$ cat src/rtl/dvsd_cmp_pkg.sv
// Shared types and sizing helpers for the iterative magnitude comparator.
package dvsd_cmp_pkg;

  typedef enum logic [1:0] {IDLE, CMP, DONE} state_t;
  typedef enum logic [1:0] {RES_LT, RES_EQ, RES_GT} res_t;

  function automatic int unsigned nchunk_f(input int unsigned width, input int unsigned chunk);
    return (chunk == 0) ? 1 : width / chunk;
  endfunction

  function automatic int unsigned idx_w_f(input int unsigned nchunk);
    return (nchunk <= 1) ? 1 : $clog2(nchunk);
  endfunction

endpackage

$ cat src/rtl/dvsd_cmp_chunk.sv
// Combinational CHUNK-bit unsigned magnitude compare.
module dvsd_cmp_chunk #(
  parameter int unsigned CHUNK = 4
) (
  input  logic [CHUNK-1:0] i_a,
  input  logic [CHUNK-1:0] i_b,
  output logic             o_lt_c,
  output logic             o_eq_c,
  output logic             o_gt_c
);

  assign o_lt_c = (i_a < i_b);
  assign o_eq_c = (i_a == i_b);
  assign o_gt_c = (i_a > i_b);

endmodule

$ cat src/rtl/dvsd_cmp_iter.sv
// Multi-cycle signed/unsigned magnitude comparator, CHUNK bits per clock, MSB first.
// Macro DVSD_CMP_EARLY_EXIT_EN: finish on the first differing chunk instead of a fixed NCHUNK steps.
module dvsd_cmp_iter
  import dvsd_cmp_pkg::*;
#(
  parameter int unsigned WIDTH = 16,
  parameter int unsigned CHUNK = 4
) (
  input  logic             clk,
  input  logic             rst,
  input  logic             in_valid,
  output logic             in_ready,
  input  logic [WIDTH-1:0] A_in,
  input  logic [WIDTH-1:0] B_in,
  input  logic             signed_mode,
  output logic             out_valid,
  input  logic             out_ready,
  output logic             less_than,
  output logic             equal_to,
  output logic             greater_than
);

  localparam int unsigned NCHUNK = nchunk_f(WIDTH, CHUNK);
  localparam int unsigned IW     = idx_w_f(NCHUNK);

  generate
    if ((CHUNK == 0) || (CHUNK > WIDTH) || ((WIDTH % CHUNK) != 0)) begin : g_bad_cfg
      $error("dvsd_cmp_iter: WIDTH must be a non-zero multiple of CHUNK");
    end
  endgenerate

  state_t           r_state, w_state_nxt;
  logic [WIDTH-1:0] r_a, r_b, w_a_nxt, w_b_nxt;
  logic [IW-1:0]    r_idx, w_idx_nxt;
  logic             r_in_ready, w_in_ready_nxt;
  logic             r_out_valid, w_out_valid_nxt;
  logic             r_lt, r_eq, r_gt;
  logic             w_lt_nxt, w_eq_nxt, w_gt_nxt;
`ifndef DVSD_CMP_EARLY_EXIT_EN
  logic             r_found, w_found_nxt;
  res_t             r_res, w_res_nxt;
`endif

  logic [CHUNK-1:0] w_a_chunks [NCHUNK];
  logic [CHUNK-1:0] w_b_chunks [NCHUNK];
  logic [CHUNK-1:0] w_a_sel, w_b_sel;
  logic             w_lt, w_eq, w_gt;
  res_t             w_res_cur, w_res_fin;
  logic [WIDTH-1:0] w_sign_flip;

  genvar g;
  generate
    for (g = 0; g < NCHUNK; g++) begin : g_chunks
      assign w_a_chunks[g] = r_a[g*CHUNK +: CHUNK];
      assign w_b_chunks[g] = r_b[g*CHUNK +: CHUNK];
    end
  endgenerate

  assign w_a_sel = w_a_chunks[r_idx];
  assign w_b_sel = w_b_chunks[r_idx];

  dvsd_cmp_chunk #(.CHUNK(CHUNK)) u_chunk (
    .i_a    (w_a_sel),
    .i_b    (w_b_sel),
    .o_lt_c (w_lt),
    .o_eq_c (w_eq),
    .o_gt_c (w_gt)
  );

  // Flipping both MSBs maps two's-complement order onto unsigned order.
  assign w_sign_flip = WIDTH'(signed_mode) << (WIDTH - 1);

  assign w_res_cur = w_lt ? RES_LT : (w_gt ? RES_GT : RES_EQ);
`ifdef DVSD_CMP_EARLY_EXIT_EN
  assign w_res_fin = w_res_cur;
`else
  assign w_res_fin = r_found ? r_res : w_res_cur;
`endif

  always_comb begin
    w_state_nxt     = r_state;
    w_a_nxt         = r_a;
    w_b_nxt         = r_b;
    w_idx_nxt       = r_idx;
    w_in_ready_nxt  = r_in_ready;
    w_out_valid_nxt = r_out_valid;
    w_lt_nxt        = r_lt;
    w_eq_nxt        = r_eq;
    w_gt_nxt        = r_gt;
`ifndef DVSD_CMP_EARLY_EXIT_EN
    w_found_nxt     = r_found;
    w_res_nxt       = r_res;
`endif
    unique case (r_state)
      IDLE: begin
        if (in_valid && r_in_ready) begin
          w_a_nxt        = A_in ^ w_sign_flip;
          w_b_nxt        = B_in ^ w_sign_flip;
          w_idx_nxt      = IW'(NCHUNK - 1);
          w_in_ready_nxt = 1'b0;
          w_state_nxt    = CMP;
`ifndef DVSD_CMP_EARLY_EXIT_EN
          w_found_nxt    = 1'b0;
          w_res_nxt      = RES_EQ;
`endif
        end
      end
      CMP: begin
`ifdef DVSD_CMP_EARLY_EXIT_EN
        if (!w_eq || (r_idx == '0)) begin
`else
        if (!r_found && !w_eq) begin
          w_found_nxt = 1'b1;
          w_res_nxt   = w_res_cur;
        end
        if (r_idx == '0) begin
`endif
          w_lt_nxt        = (w_res_fin == RES_LT);
          w_eq_nxt        = (w_res_fin == RES_EQ);
          w_gt_nxt        = (w_res_fin == RES_GT);
          w_out_valid_nxt = 1'b1;
          w_state_nxt     = DONE;
        end else begin
          w_idx_nxt = r_idx - IW'(1);
        end
      end
      DONE: begin
        if (r_out_valid && out_ready) begin
          w_out_valid_nxt = 1'b0;
          w_lt_nxt        = 1'b0;
          w_eq_nxt        = 1'b0;
          w_gt_nxt        = 1'b0;
          w_in_ready_nxt  = 1'b1;
          w_state_nxt     = IDLE;
        end
      end
      default: begin
        w_state_nxt    = IDLE;
        w_in_ready_nxt = 1'b1;
      end
    endcase
  end

  always_ff @(posedge clk) begin
    if (rst) begin
      r_state     <= IDLE;
      r_a         <= '0;
      r_b         <= '0;
      r_idx       <= '0;
      r_in_ready  <= 1'b1;
      r_out_valid <= 1'b0;
      r_lt        <= 1'b0;
      r_eq        <= 1'b0;
      r_gt        <= 1'b0;
`ifndef DVSD_CMP_EARLY_EXIT_EN
      r_found     <= 1'b0;
      r_res       <= RES_EQ;
`endif
    end else begin
      r_state     <= w_state_nxt;
      r_a         <= w_a_nxt;
      r_b         <= w_b_nxt;
      r_idx       <= w_idx_nxt;
      r_in_ready  <= w_in_ready_nxt;
      r_out_valid <= w_out_valid_nxt;
      r_lt        <= w_lt_nxt;
      r_eq        <= w_eq_nxt;
      r_gt        <= w_gt_nxt;
`ifndef DVSD_CMP_EARLY_EXIT_EN
      r_found     <= w_found_nxt;
      r_res       <= w_res_nxt;
`endif
    end
  end

  assign in_ready     = r_in_ready;
  assign out_valid    = r_out_valid;
  assign less_than    = r_lt;
  assign equal_to     = r_eq;
  assign greater_than = r_gt;

endmodule

$ cat config.mk
export PLATFORM = sky130hd
export DESIGN_NAME = dvsd_cmp_iter
export DESIGN_NICKNAME = d
export VERILOG_FILES = /design/src/rtl/dvsd_cmp_pkg.sv /design/src/rtl/dvsd_cmp_chunk.sv /design/src/rtl/dvsd_cmp_iter.sv
export SDC_FILE = /design/constraint.sdc
export NUM_CORES = 1
export LEC_CHECK = 0
export ABC_CLOCK_PERIOD_IN_PS = 2500
export CAP_MARGIN = 20
export CORE_MARGIN = 5
export CORE_UTILIZATION = 30
export CTS_CLUSTER_DIAMETER = 100
export DETAILED_ROUTE_END_ITERATION = 6
export RECOVER_POWER = 50
export REMOVE_ABC_BUFFERS = 1
export SYNTH_ARGS = -nofsm -noshare
export SYNTH_HDL_FRONTEND = slang
export SYNTH_SLANG_ARGS = --single-unit
$ cat constraint.sdc
create_clock -name clk -period 2.5 [get_ports clk]
set_input_delay 0.5 -clock clk [delete_from_list [all_inputs] [get_ports clk]]
set_output_delay 0.5 -clock clk [all_outputs]
set_load 0.01 [all_outputs]
==> flow_summary.yaml <==
run_status:
  status: "completed"
worst_setup_path:
  critPathLaunchType: "flop"
  worstSetupPathType: "reg -> reg"
  required_ns: 2.68
  end_kind: "flop"
  worstPathMaxFanout: 11
  arrival_ns: 2.51
  ff2ff_path_depth: 7
routing:
  drt_iter0_markers: 64
  met1_length_um: 2010
  wl_per_cell_um: 12.3
  ant_nets: 0
  vias: 1596
  viasPerCell: 4.69
  top_layer_used: "met4"
  post-route-drc-count: 0
  wl_um: 4180
  wl_met3_um: 195
  wl_met2_um: 1940
  dr.pass1.iters: 4
power_and_ir_drop:
  totalPowerFinal_mw: 1.79
  switching_power_uw: 543
  leakagePower_nw: 0.923
  seqPwrFrac: 0.473
  pwr-share-comb: 0.271
  clkPwrFrac: 0.255
  p_per_area_nw_per_um2: 712
  ir_drop_uv: 294
  p_int_mw: 1.25
  switching_share: 0.303
hold_path:
  whs_path_depth: 2
  hp-class: "reg -> reg"
clocking:
  clock-root-buffer: "clkbuf_8"
  cts_resized: 0
  clkTransAtPathRegs_ns: 0.08
  ctsHoldBuffers: 0
  clockBufferDepth: 2
  worstSkewPairLatency_ns: 0.29
  clock-sinks: 44
  cts.htree.levels: 2
  cts_setup_buffers: 0
  cts_made_buffers: 5
  cts_tree: "yes"
cells_and_area:
  drive_gt1_frac: 0.0913
  n_antenna_cell: 0
  nNetsFinal: 304
  area_growth_pct: 29.8
  nFillCells: 668
  multi_input_area_um2: 947
  seq_area_um2: 881
sta:
  max_freq_mhz: 430
  setup_viol: 0
  rsz0062_at_grt: "false"
  finalHoldViolations: 0
  finalSetupTns_ns: 0
  skew_ns: 0.00616
  tightest_slew_ns: 0.763
  min_period_over_period: 0.929
  final_max_slew_viol_count: 0
  finalWorstSetupSlack_ns: 0.177
  period_needed_ns: 2.32
  relSlewSlack: 0.491
floorplanning:
  io_pins: 42
  dieArea_um2: 8180
  die_x_um: 90.4
  die_y_um: 90.4
  rows: 29
  start_util: 0.307
  core-area_um2: 6310
place:
  dp_hpwl_um: 3170
  gp_congestion: 0.749
  preCtsSetupSlack_ns: 0.174
  io_buffer_count: 41
global_routing:
  grt_pass1_wl_um: 7270
  track_usage: 0.108
  grt_pass1_vias: 1555
  grt_start_max_net_pins: 34
  antenna_found_initial: 0
  grt_overflow: 0
run:
  maxCapViolCount: 0
synthesis:
  synth-seq-area-share: 0.454
  synth.avg_cell_area_um2: 8.78
  synth_area_um2: 1940
  synth_top_area_frac: 0.454
  synth_cells: 221
  async_flop_share: 0
  synthTopCellsByArea: "dfxtp_1 45%, nand2_1 13%, a21oi_1 9.5%, mux4_2 9.3%, ha_1 3.2%"
  synth_edf_count: 0
  synth.distinct_cells: 31
  ys_seq_elements: 44
  ys_warn_count: 0
  synth_ff_type: "dfxtp_1"
  synth_top_area_cell: "dfxtp_1"
==> routing by layer <==
layer | vias to the layer above | track usage
met3 | 4 | 0.0325
li1 | 843 | -
met4 | 0 | 0.0347
met2 | 27 | 0.172
met5 | - | 0
met1 | 722 | 0.139
==> logic make-up after synthesis <==
| family | after synthesis | share of synthesized area |
|---|---|---|
| AND/OR/NAND/NOR | 89 | 0.206 |
| adder cells (fa/ha/maj) | 5 | 0.0322 |
| flip-flops | 44 | 0.454 |
| AO/OA/AOI/OAI | 49 | 0.148 |
| multiplexers | 8 | 0.0928 |
| buffers and inverters | 24 | 0.0580 |
| XOR/XNOR | 2 | 0.00903 |
==> cell type report <==
cell class	instances	area share
flip-flops and latches	44	0.350
inverters	11	0.0164
clock buffers	6	0.0328
repair buffers	47	0.183
multi-input cells	153	0.376
well taps	77	0.0383
clock inverters	2	0.00397
==> registers in the layout (all words and copies together) (netlist names) <==
name	cells
equal_to	1
greater_than	1
in_ready	1
less_than	1
out_valid	1
r_a	16
r_b	16
r_found	1
r_idx	2
r_res	2
r_state	2
==> placed cells by master (no fill, tap or decap), types with 3 or more instances in the layout <==
cell type and instances:
inv_1 10, a211oi_1 3, clkdlybuf4s50_1 39, nand2_1 65, clkbuf_8 6, ha_1 5, a21oi_1 37, nand3_1 3
mux4_2 8, nor2_1 7, buf_4 3, dfxtp_1 44
==> synth_stat cells, types with 2 or more instances <==
master    count
nor3_1        2
nand2_1      65
xnor2_1       2
buf_6         2
and4b_1       2
nand3b_1      2
ha_1          5
a21oi_1      37
buf_2         6
clkbuf_1      5
and4_1        2
nand3_1       3
mux4_2        8
a211oi_1      3
inv_1        10
nand4_1       2
a221o_1       2
dfxtp_1      44
nor2_1        7
==> final timing paths <==
kind	start	to	slack [ns]
max reg2reg	r_idx[0]$_SDFFE_PP0P_	r_res[1]$_SDFFE_PP0P_	0.18
min	r_b[8]$_SDFFE_PP0P_	r_b[8]$_SDFFE_PP0P_	0.46
max	r_idx[0]$_SDFFE_PP0P_	r_res[1]$_SDFFE_PP0P_	0.18
min reg2reg	r_b[8]$_SDFFE_PP0P_	r_b[8]$_SDFFE_PP0P_	0.46
==> through the flow <==
stage               std cells  utilization  hold slack [ns]  cell area, um^2
finish                    340        0.399            0.455             2520
global route              340        0.399            0.476             2520
CTS                       340        0.400            0.459             2530
detailed placement        332        0.385            0.447             2430
global placement          332        0.385            0.447             2430
floorplan                 208            -            0.427             1870
==> power groups by stage <==
stage	clock network (mW)	logic, mW	registers [mW]
6_report	0.458	0.486	0.848
2_1_floorplan	0	0.293	0.860
5_1_grt	0.504	0.558	0.862
3_3_place_gp	0	0.487	0.864
4_1_cts	0.471	0.500	0.849
3_5_place_dp	0	0.499	0.865
==> critical path, cell delays in order (launching register included) <==
cell and delay, ns:
dfxtp_1 0.36, buf_12 0.15, mux4_2 0.50, ha_1 0.34, and4_1 0.22, or4_4 0.45
nand4_1 0.13, o31ai_2 0.07
(Power assumes the default switching activity.)
